`config.mk`:
```
export PLATFORM = sky130hd
export DESIGN_NAME = perf_counter_multi
export DESIGN_NICKNAME = d
export VERILOG_FILES = /design/src/rtl/perf_counter_multi.sv
export SDC_FILE = /design/constraint.sdc
export NUM_CORES = 1
export LEC_CHECK = 0
export BUFFER_PORTS_ARGS = -buffer_cell sky130_fd_sc_hd__buf_4
export CAP_MARGIN = 10
export CORE_UTILIZATION = 50
export CTS_BUF_LIST = sky130_fd_sc_hd__clkbuf_4 sky130_fd_sc_hd__clkbuf_8
export DETAILED_ROUTE_END_ITERATION = 6
export PLACE_DENSITY = 0.64
export REMOVE_ABC_BUFFERS = 1
export SYNTH_ARGS = -nofsm -noshare
export SYNTH_HDL_FRONTEND = slang
export SYNTH_SLANG_ARGS = --single-unit
```
`constraint.sdc`:
```
create_clock -name clk -period 3.3 [get_ports clk]
set_input_delay 0.33 -clock clk [delete_from_list [all_inputs] [get_ports clk]]
set_output_delay 0.33 -clock clk [all_outputs]
set_load 0.03 [all_outputs]
```
`src/rtl/perf_counter_multi.sv`:
```
// Multi-section cycle/event performance counter on an Avalon-MM slave; 1-cycle registered read latency.
// No backpressure: every strobe is accepted on the edge that samples it (no waitrequest).
module perf_counter_multi #(
  parameter int NUM_SECTIONS = 4,
  parameter int ADDR_WIDTH   = 6,
  parameter int TIME_WIDTH   = 64,
  parameter int EVENT_WIDTH  = 32
) (
  input  logic                  clk,
  input  logic                  reset_n,
  input  logic [ADDR_WIDTH-1:0] address,
  input  logic                  begintransfer,
  input  logic                  read,
  input  logic                  write,
  input  logic [31:0]           writedata,
  output logic [31:0]           readdata
);

  localparam int SW = ADDR_WIDTH - 2;
  localparam int HW = TIME_WIDTH - 32;

  logic          wr_stb, rd_stb, glb_hit, glb_clr;
  logic [SW-1:0] sec;
  logic [1:0]    off;
  logic          unused_wdata;

  logic [NUM_SECTIONS-1:0] sec_hit, stop_hit, start_hit, stat_hit, rd0_hit, t_inc, e_inc;

  logic [NUM_SECTIONS-1:0][TIME_WIDTH-1:0]  time_q, time_d;
  logic [NUM_SECTIONS-1:0][HW-1:0]          snap_q, snap_d;
  logic [NUM_SECTIONS-1:0][EVENT_WIDTH-1:0] event_q, event_d;
  logic [NUM_SECTIONS-1:0]                  enable_q, enable_d;
  logic [NUM_SECTIONS-1:0]                  tovf_q, tovf_d;
  logic [NUM_SECTIONS-1:0]                  eovf_q, eovf_d;
  logic                                     freeze_q, freeze_d;
  logic [31:0]                              readdata_q, readdata_d;

  assign wr_stb       = write & begintransfer;
  assign rd_stb       = read & begintransfer;
  assign sec          = address[ADDR_WIDTH-1:2];
  assign off          = address[1:0];
  assign glb_hit      = (address == ADDR_WIDTH'(4 * NUM_SECTIONS));
  assign unused_wdata = ^writedata[31:3];
  assign readdata     = readdata_q;

  always_comb begin
    sec_hit   = '0;
    stop_hit  = '0;
    start_hit = '0;
    stat_hit  = '0;
    rd0_hit   = '0;
    t_inc     = '0;
    e_inc     = '0;
    for (int i = 0; i < NUM_SECTIONS; i++) begin
      sec_hit[i]   = (sec == SW'(i));
      stop_hit[i]  = wr_stb && sec_hit[i] && (off == 2'd0);
      start_hit[i] = wr_stb && sec_hit[i] && (off == 2'd1);
      stat_hit[i]  = wr_stb && sec_hit[i] && (off == 2'd3);
      rd0_hit[i]   = rd_stb && sec_hit[i] && (off == 2'd0);
      // A STOP sampled this cycle already suppresses this cycle's tick.
      t_inc[i]     = enable_q[i] && !freeze_q && !stop_hit[i];
      e_inc[i]     = start_hit[i] && !freeze_q;
    end
    glb_clr = |stop_hit && writedata[0];
  end

  always_comb begin
    time_d     = time_q;
    snap_d     = snap_q;
    event_d    = event_q;
    enable_d   = enable_q;
    tovf_d     = tovf_q;
    eovf_d     = eovf_q;
    freeze_d   = freeze_q;
    readdata_d = readdata_q;

    for (int i = 0; i < NUM_SECTIONS; i++) begin
      if (t_inc[i]) time_d[i] = time_q[i] + TIME_WIDTH'(1);
      if (e_inc[i]) event_d[i] = event_q[i] + EVENT_WIDTH'(1);
      if (start_hit[i]) enable_d[i] = 1'b1;
      if (stop_hit[i]) enable_d[i] = 1'b0;
      // The overflow set term is OR-ed last so it beats a coincident W1C.
      tovf_d[i] = (tovf_q[i] & ~(stat_hit[i] & writedata[1])) | (t_inc[i] & (&time_q[i]));
      eovf_d[i] = (eovf_q[i] & ~(stat_hit[i] & writedata[2])) | (e_inc[i] & (&event_q[i]));
      if (rd0_hit[i]) snap_d[i] = time_q[i][TIME_WIDTH-1:32];
    end

    if (wr_stb && glb_hit) freeze_d = writedata[0];

    if (rd_stb) begin
      readdata_d = '0;
      if (glb_hit) readdata_d = {31'b0, freeze_q};
      for (int i = 0; i < NUM_SECTIONS; i++) begin
        if (sec_hit[i]) begin
          case (off)
            2'd0:    readdata_d = time_q[i][31:0];
            2'd1:    readdata_d = 32'(snap_q[i]);
            2'd2:    readdata_d = 32'(event_q[i]);
            default: readdata_d = {29'b0, eovf_q[i], tovf_q[i], enable_q[i]};
          endcase
        end
      end
    end

    if (glb_clr) begin
      time_d   = '0;
      snap_d   = '0;
      event_d  = '0;
      enable_d = '0;
      tovf_d   = '0;
      eovf_d   = '0;
    end
  end

  always_ff @(posedge clk) begin
    if (!reset_n) begin
      time_q     <= '0;
      snap_q     <= '0;
      event_q    <= '0;
      enable_q   <= '0;
      tovf_q     <= '0;
      eovf_q     <= '0;
      freeze_q   <= 1'b0;
      readdata_q <= '0;
    end else begin
      time_q     <= time_d;
      snap_q     <= snap_d;
      event_q    <= event_d;
      enable_q   <= enable_d;
      tovf_q     <= tovf_d;
      eovf_q     <= eovf_d;
      freeze_q   <= freeze_d;
      readdata_q <= readdata_d;
    end
  end

endmodule

```
==> run_results.csv, run 1 <==
group,metric,value,unit
synthesis,ys_seq_area_share,39.9,%
run,cap_violations,0,
routing,wl_per_cell,20.0,um
setup_path,r2r_slack,0.54,ns
run_status,violations,"DRC",
setup_path,cp_top_family,"simple AND/OR/NAND/NOR gates",
clock_network,post_cts_buffers,0,
pwr,swShare,23.9,%
routing,drcViolationCount,6,
clock_network,cts_resized,0,
pwr,power_frac_comb,4.1,%
global_route,grt_max_degree,80,
setup_path,cp.arrival,3.48,ns
cells_and_area,seq_area,11200,um2
floorplan,core_area,55200,um2
timing,fin_crit_sh,86.5,%
synthesis,yosys_warnings,0,
timing,fin_skew,0.0370,ns
routing,routed_via_density,6.18,
global_route,grt_pass1_wl,134000,um
global_route,grt.overflow.total,0,
cells_and_area,area_growth,12.2,%
synthesis,async_flop_share,0,%
timing,finalHoldViolations,0,
setup_path,path_class,"input pin to flop",
timing,fmax,0.350,GHz
cells_and_area,multiInputGateArea,15700,um2
timing,setup_viol,0,
pwr,vdd_drop_max,357,uV
synthesis,synthFlopType,"dfxtp_1",
synthesis,synth_enable_flop_cells,0,
placed_design,place_congestion,0.894,
cells_and_area,fillers,5059,
timing,fin_crit,2.85,ns
floorplan,start_util,50.7,%
setup_path,r2r-end,"tovf_q[3]",
setup_path,r2r-start,"time_q[216]",
clock_network,cts_sinks,557,
synthesis,syn_area,28000,um2
placed_design,dp_hpwl,60900,um
cells_and_area,final_common_cell,"dfxtp_1",
synthesis,ys_ff_latch,557,
synthesis,postSynthCellCount,3465,
setup_path,reg2reg_depth,5,
routing,wl,86000,um
pwr,p_clk_share,48.9,%
routing,drt_pass1_iterations,7,
worst_hold_path,worst_hold_path_type,"input pin to flop",
setup_path,cp-end-kind,"flop",
floorplan,die_y,239,um
setup_path,max_stage_delay,0.64,ns
routing,vias,26543,
pwr,seqPwrFrac,47.0,%
timing,slew_headroom,31.4,%
placed_design,io_buffers,45,
setup_path,critPathLaunchType,"input pin",
clock_network,cts.clk_slew.worst_paths,0.06,ns
setup_path,critical_path_depth,8,
setup_path,critical_path.cell_chain,"dlygate4sd3_1 > buf_4 > and4bb_2 > a311oi_1 > nand2_1 > buf_4 > or4_1 > a21oi_1",
floorplan,dieArea,56900,um2
pwr,p_int,0.0109,W
synthesis,synth.avg_cell_area,8.07,um2
floorplan,io_pins,75,
clock_network,root_buffer,"clkbuf_8",
floorplan,dieWidth,239,um
global_route,grt_pass1_vias,23963,
cells_and_area,drive_above_1_share,10.4,%
clock_network,clock_path_buffers,3,
cells_and_area,fin_nets,3516,
setup_path,path_max_fanout,15,
cells_and_area,utilization,56.8,%
global_route,grtUsageTotal,29.7,%
timing,drv_slew,0,
run_status,status,"complete, but fails checks",
clock_network,h-tree-depth,3,
pwr,leakagePower,10.1,nW
pwr,p_per_area,457,nW/um2
setup_path,crit_slowest_cell,"a311oi_1",
setup_path,cp.required,3.93,ns
timing,hold_slack,0.0626,ns
pwr,p_sw,0.00343,W
setup_path,crit_path_start,"begintransfer",
cells_and_area,final_cell_mix,"557 x dfxtp_1, 476 x nand2_1, 365 x a21oi_1",
clock_network,cts_tree,"built",
setup_path,path_common_cell,"buf_4",
timing,grt_setup_unrepaired,"false",
synthesis,synth_cell_types,70,
global_route,antenna_found_initial,1,
clock_network,cts_buffers,99,
clock_network,clock_latency,0.71,ns
routing,drtIter0Drc,2824,
setup_path,crit_buf_inv,3,
setup_path,crit_end,"time_q[178]",
routing,drtAntennaViolNets,0,
floorplan,rows,86,
timing,tightest_slew,1.02,ns
[power groups by stage]
stage	Clock, W	Combinational (W)	Sequential (W)
finish	0.00701	0.000593	0.00674
global route	0.00746	0.000616	0.00674
CTS	0.00713	0.000580	0.00674
detailed placement	0	0.000575	0.00689
global placement	0	0.000566	0.00689
floorplan	0	0.000225	0.00689
[per-stage QoR]
stage                     worst slack (ns)  area (um2)  setup TNS (ns)  power [W]  std cells
final                                0.445       31400               0     0.0143       4293
after global routing                 0.280       31400               0     0.0148       4293
after CTS                            0.560       31400               0     0.0144       4292
after detailed placement             0.409       29100               0    0.00746       4108
after global placement               0.374       29100               0    0.00745       4108
after floorplan                     -14.94       27000        -7183.92    0.00712       3233
[how the worst min path moves through the flow]
stage / from / endpoint / slack [ns] / cells after the start
global placement: readdata[19] / readdata[19] / 0.44 / 2
CTS: address[0] / enable_q[2] / 0.009 / 3
detailed placement: readdata[21] / readdata[21] / 0.44 / 2
finish: address[0] / enable_q[2] / 0.06 / 3
floorplan: snap_q[1] / snap_q[1] / 0.43 / 2
global route: address[0] / enable_q[2] / 0.05 / 3
[synth_stat cells (all sizes together), types with 91 or more instances]
master	n	area, um2
clkbuf	181	679
o31ai	91	683
nand2	476	1790
nand3	132	661
a21oi	366	1830
or4	103	785
or3	92	581
o21ai	92	460
nor2	301	1130
nand4	125	810
dfxtp	557	11200
xnor2	110	963
mux2i	133	1330
[sequential cells by signal, summed over array words and instances (netlist names)]
register,cells
eovf_q,4
event_q,128
snap_q,128
enable_q,4
time_q,256
tovf_q,4
readdata,32
freeze_q,1
[tightest hold or removal path: cells and delay by family]
family	cells	cell delay, ns
buf+inv	1	0.19
mux	1	0.15
simple gates	1	0.05
[repair_timing]
action / CTS / global route
endpoints found under the setup margin: 0 / 0
hold buffers: 4 / 0
endpoints found under the hold margin: 2 / 0
[logic make-up after synthesis]
family | Yosys count | share of synthesized area [%]
flops | 557 | 39.9
xor+xnor | 169 | 5.29
mux | 147 | 5.81
buf+inv | 309 | 4.35
compound gates | 747 | 16.4
fa+ha+maj | 8 | 0.358
simple gates | 1528 | 27.9
[area by class of cell]
cell class,instances,area share (%)
clock inverter,26,0.710
tap,748,2.98
clock buffer,154,6.28
timing repair buffer,131,3.62
multi-input combinational,2599,49.9
inverter,77,0.921
sequential,557,35.5
antenna,1,0.00798
[routing by layer]
metal | vias up | global-route usage [%] | part of all wire (%)
li1 | 12649 | - | -
met1 | 12714 | 42.1 | 45
met2 | 1025 | 44.8 | 44
met3 | 155 | 5.32 | 8.3
met4 | 0 | 11.0 | 3.4
met5 | - | 0 | 0
Note: power is estimated with default switching activity, not from simulation.
==> run 2: changes to the inputs <==
ABC_CLOCK_PERIOD_IN_PS = 3550   (was default)
CORE_UTILIZATION = 60   (was 50)
PLACE_DENSITY = 0.75   (was 0.64)
clock period = 3.55 ns   (was 3.3 ns; I/O delays follow)
==> run_results.csv, run 2 (synthesis gave the netlist of run 1 again) <==
group,metric,value,unit
pwr,swShare,24.0,%
routing,routed_via_density,6.53,
floorplan,die_y,218,um
setup_path,path_max_fanout,15,
timing,fin_crit,2.88,ns
global_route,grt_util_met3,6.46,%
setup_path,cp-end-kind,"flop",
floorplan,rows,78,
placed_design,place_congestion,0.937,
worst_hold_path,hold_path_startpoint,"reset_n",
clock_network,cts_tree,"built",
cells_and_area,area_growth,10.2,%
pwr,power_frac_comb,4.1,%
routing,wl_per_cell,20.3,um
pwr,vdd_drop_max,389,uV
routing,drt_pass1_iterations,6,
global_route,grt.overflow.total,0,
timing,grt_setup_unrepaired,"false",
timing,setup_viol,0,
pwr,seqPwrFrac,48.6,%
pwr,leakagePower,9.90,nW
cells_and_area,fillers,3761,
global_route,antenna_found_initial,1,
global_route,grt_max_degree,106,
timing,finalHoldViolations,0,
run,cap_violations,0,
global_route,grt_pass1_wl,132000,um
cells_and_area,drive_above_1_share,9.63,%
run_status,status,"completed",
timing,slew_headroom,35.5,%
global_route,met2_usage,53.0,%
floorplan,dieArea,47500,um2
placed_design,dp_hpwl,58400,um
timing,tightest_slew,0.963,ns
timing,fmax,0.347,GHz
cells_and_area,largest_reg_flops,256,
clock_network,cts_resized,0,
clock_network,cts_buffers,93,
cells_and_area,final_common_cell,"dfxtp_1",
clock_network,clock_path_buffers,3,
routing,drtIter0Drc,3074,
cells_and_area,utilization,67.5,%
clock_network,root_buffer,"clkbuf_8",
pwr,p_clk_share,47.3,%
routing,drcViolationCount,0,
timing,fin_skew,0.0246,ns
cells_and_area,n_antenna_cell,0,
routing,vias,26843,
cells_and_area,seq_area,11200,um2
placed_design,dpl_cell_area,28800,um2
clock_network,h-tree-depth,3,
cells_and_area,final_cell_mix,"557 x dfxtp_1, 476 x nand2_1, 365 x a21oi_1",
floorplan,io_pins,75,
clock_network,post_cts_buffers,0,
floorplan,core_area,45700,um2
global_route,grtUsageTotal,34.6,%
worst_hold_path,holdPathStages,3,
setup_path,path_class,"flop to flop",
pwr,p_per_area,419,nW/um2
setup_path,r2r-start,"freeze_q",
setup_path,cp.arrival,3.50,ns
clock_network,cts_sinks,557,
clock_network,clock_latency,0.71,ns
clock_network,cts.clk_slew.worst_paths,0.05,ns
worst_hold_path,hold_end,"freeze_q",
setup_path,r2r-end,"time_q[190]",
cells_and_area,largestRegisters,"time_q: 256 flops, event_q: 128 flops, snap_q: 128 flops",
global_route,grt_pass1_vias,24580,
global_route,met1_usage,47.5,%
setup_path,reg2reg_depth,6,
timing,drv_slew,0,
cells_and_area,stdcell_area,30800,um2
cells_and_area,multiInputGateArea,15700,um2
placed_design,io_buffers,45,
routing,wl,83300,um
setup_path,critPathLaunchType,"flop",
pwr,p_int,0.00980,W
setup_path,r2r_slack,0.67,ns
pwr,p_sw,0.00310,W
timing,fin_crit_sh,81.1,%
cells_and_area,fin_nets,3494,
routing,drtAntennaViolNets,0,
global_route,grt_busiest_layer,"met2",
clock_network,cts_hold_buf,1,
worst_hold_path,worst_hold_path_type,"input pin to flop",
timing,hold_slack,0.0517,ns
setup_path,cp.required,4.17,ns
floorplan,start_util,61.2,%
floorplan,dieWidth,218,um
cells_and_area,top_register,"time_q",
[run 2: cell types whose count changed in the layout (fill, tap and decap cells not counted), sizes merged]
cell,before,now
buf,127,114
inv,79,81
clkbuf,154,143
dlygate4sd3,4,1
diode,1,0
clkinv,18,9
[run 2: per-stage QoR]
stage	total power [W]	setup WS, ns	setup TNS [ns]	instances
6_report	0.0129	0.671	0	4110
5_1_grt	0.0132	0.563	0	4110
4_1_cts	0.0129	0.778	0	4110
3_5_place_dp	0.00691	0.611	0	3947
3_3_place_gp	0.00690	0.684	0	3947
2_1_floorplan	0.00662	-14.72	-7063.42	3233
[run 2: final cells by class]
class	instances	share of cell area, %
Clock buffer	143	5.78
Clock inverter	19	0.642
Inverter	77	0.938
Multi-Input combinational cell	2599	50.9
Sequential cell	557	36.2
Tap cell	600	2.44
Timing Repair Buffer	115	3.15
[run 2: power by group through the flow]
stage               clock, W  combinational (W)  sequential, W
finish               0.00611           0.000529        0.00626
global placement           0           0.000503        0.00640
floorplan                  0           0.000209        0.00641
global route         0.00644           0.000548        0.00626
CTS                  0.00616           0.000512        0.00626
detailed placement         0           0.000510        0.00640
[run 2: critical path, cell delays in order (launching register included)]
cell and delay [ns]:
dfxtp_1 0.57, nand3b_1 0.30, a311oi_1 0.64, nand2_1 0.34, buf_4 0.27, or4_1 0.52
a21oi_1 0.16
[run 2: worst max-delay path by stage]
stage,end,slack (ns),start
floorplan,event_q[120],-14.72,address[4]
global placement,event_q[85],0.68,address[0]
detailed placement,time_q[119],0.61,address[2]
CTS,time_q[93],0.78,freeze_q
global route,time_q[188],0.56,time_q[142]
finish,time_q[190],0.67,freeze_q
[run 2: per-layer routing]
metal | vias up | routed length, um
met1 | 12922 | 35600
li1 | 12578 | -
met3 | 180 | 7390
met5 | - | 0
met2 | 1163 | 36700
met4 | 0 | 3570
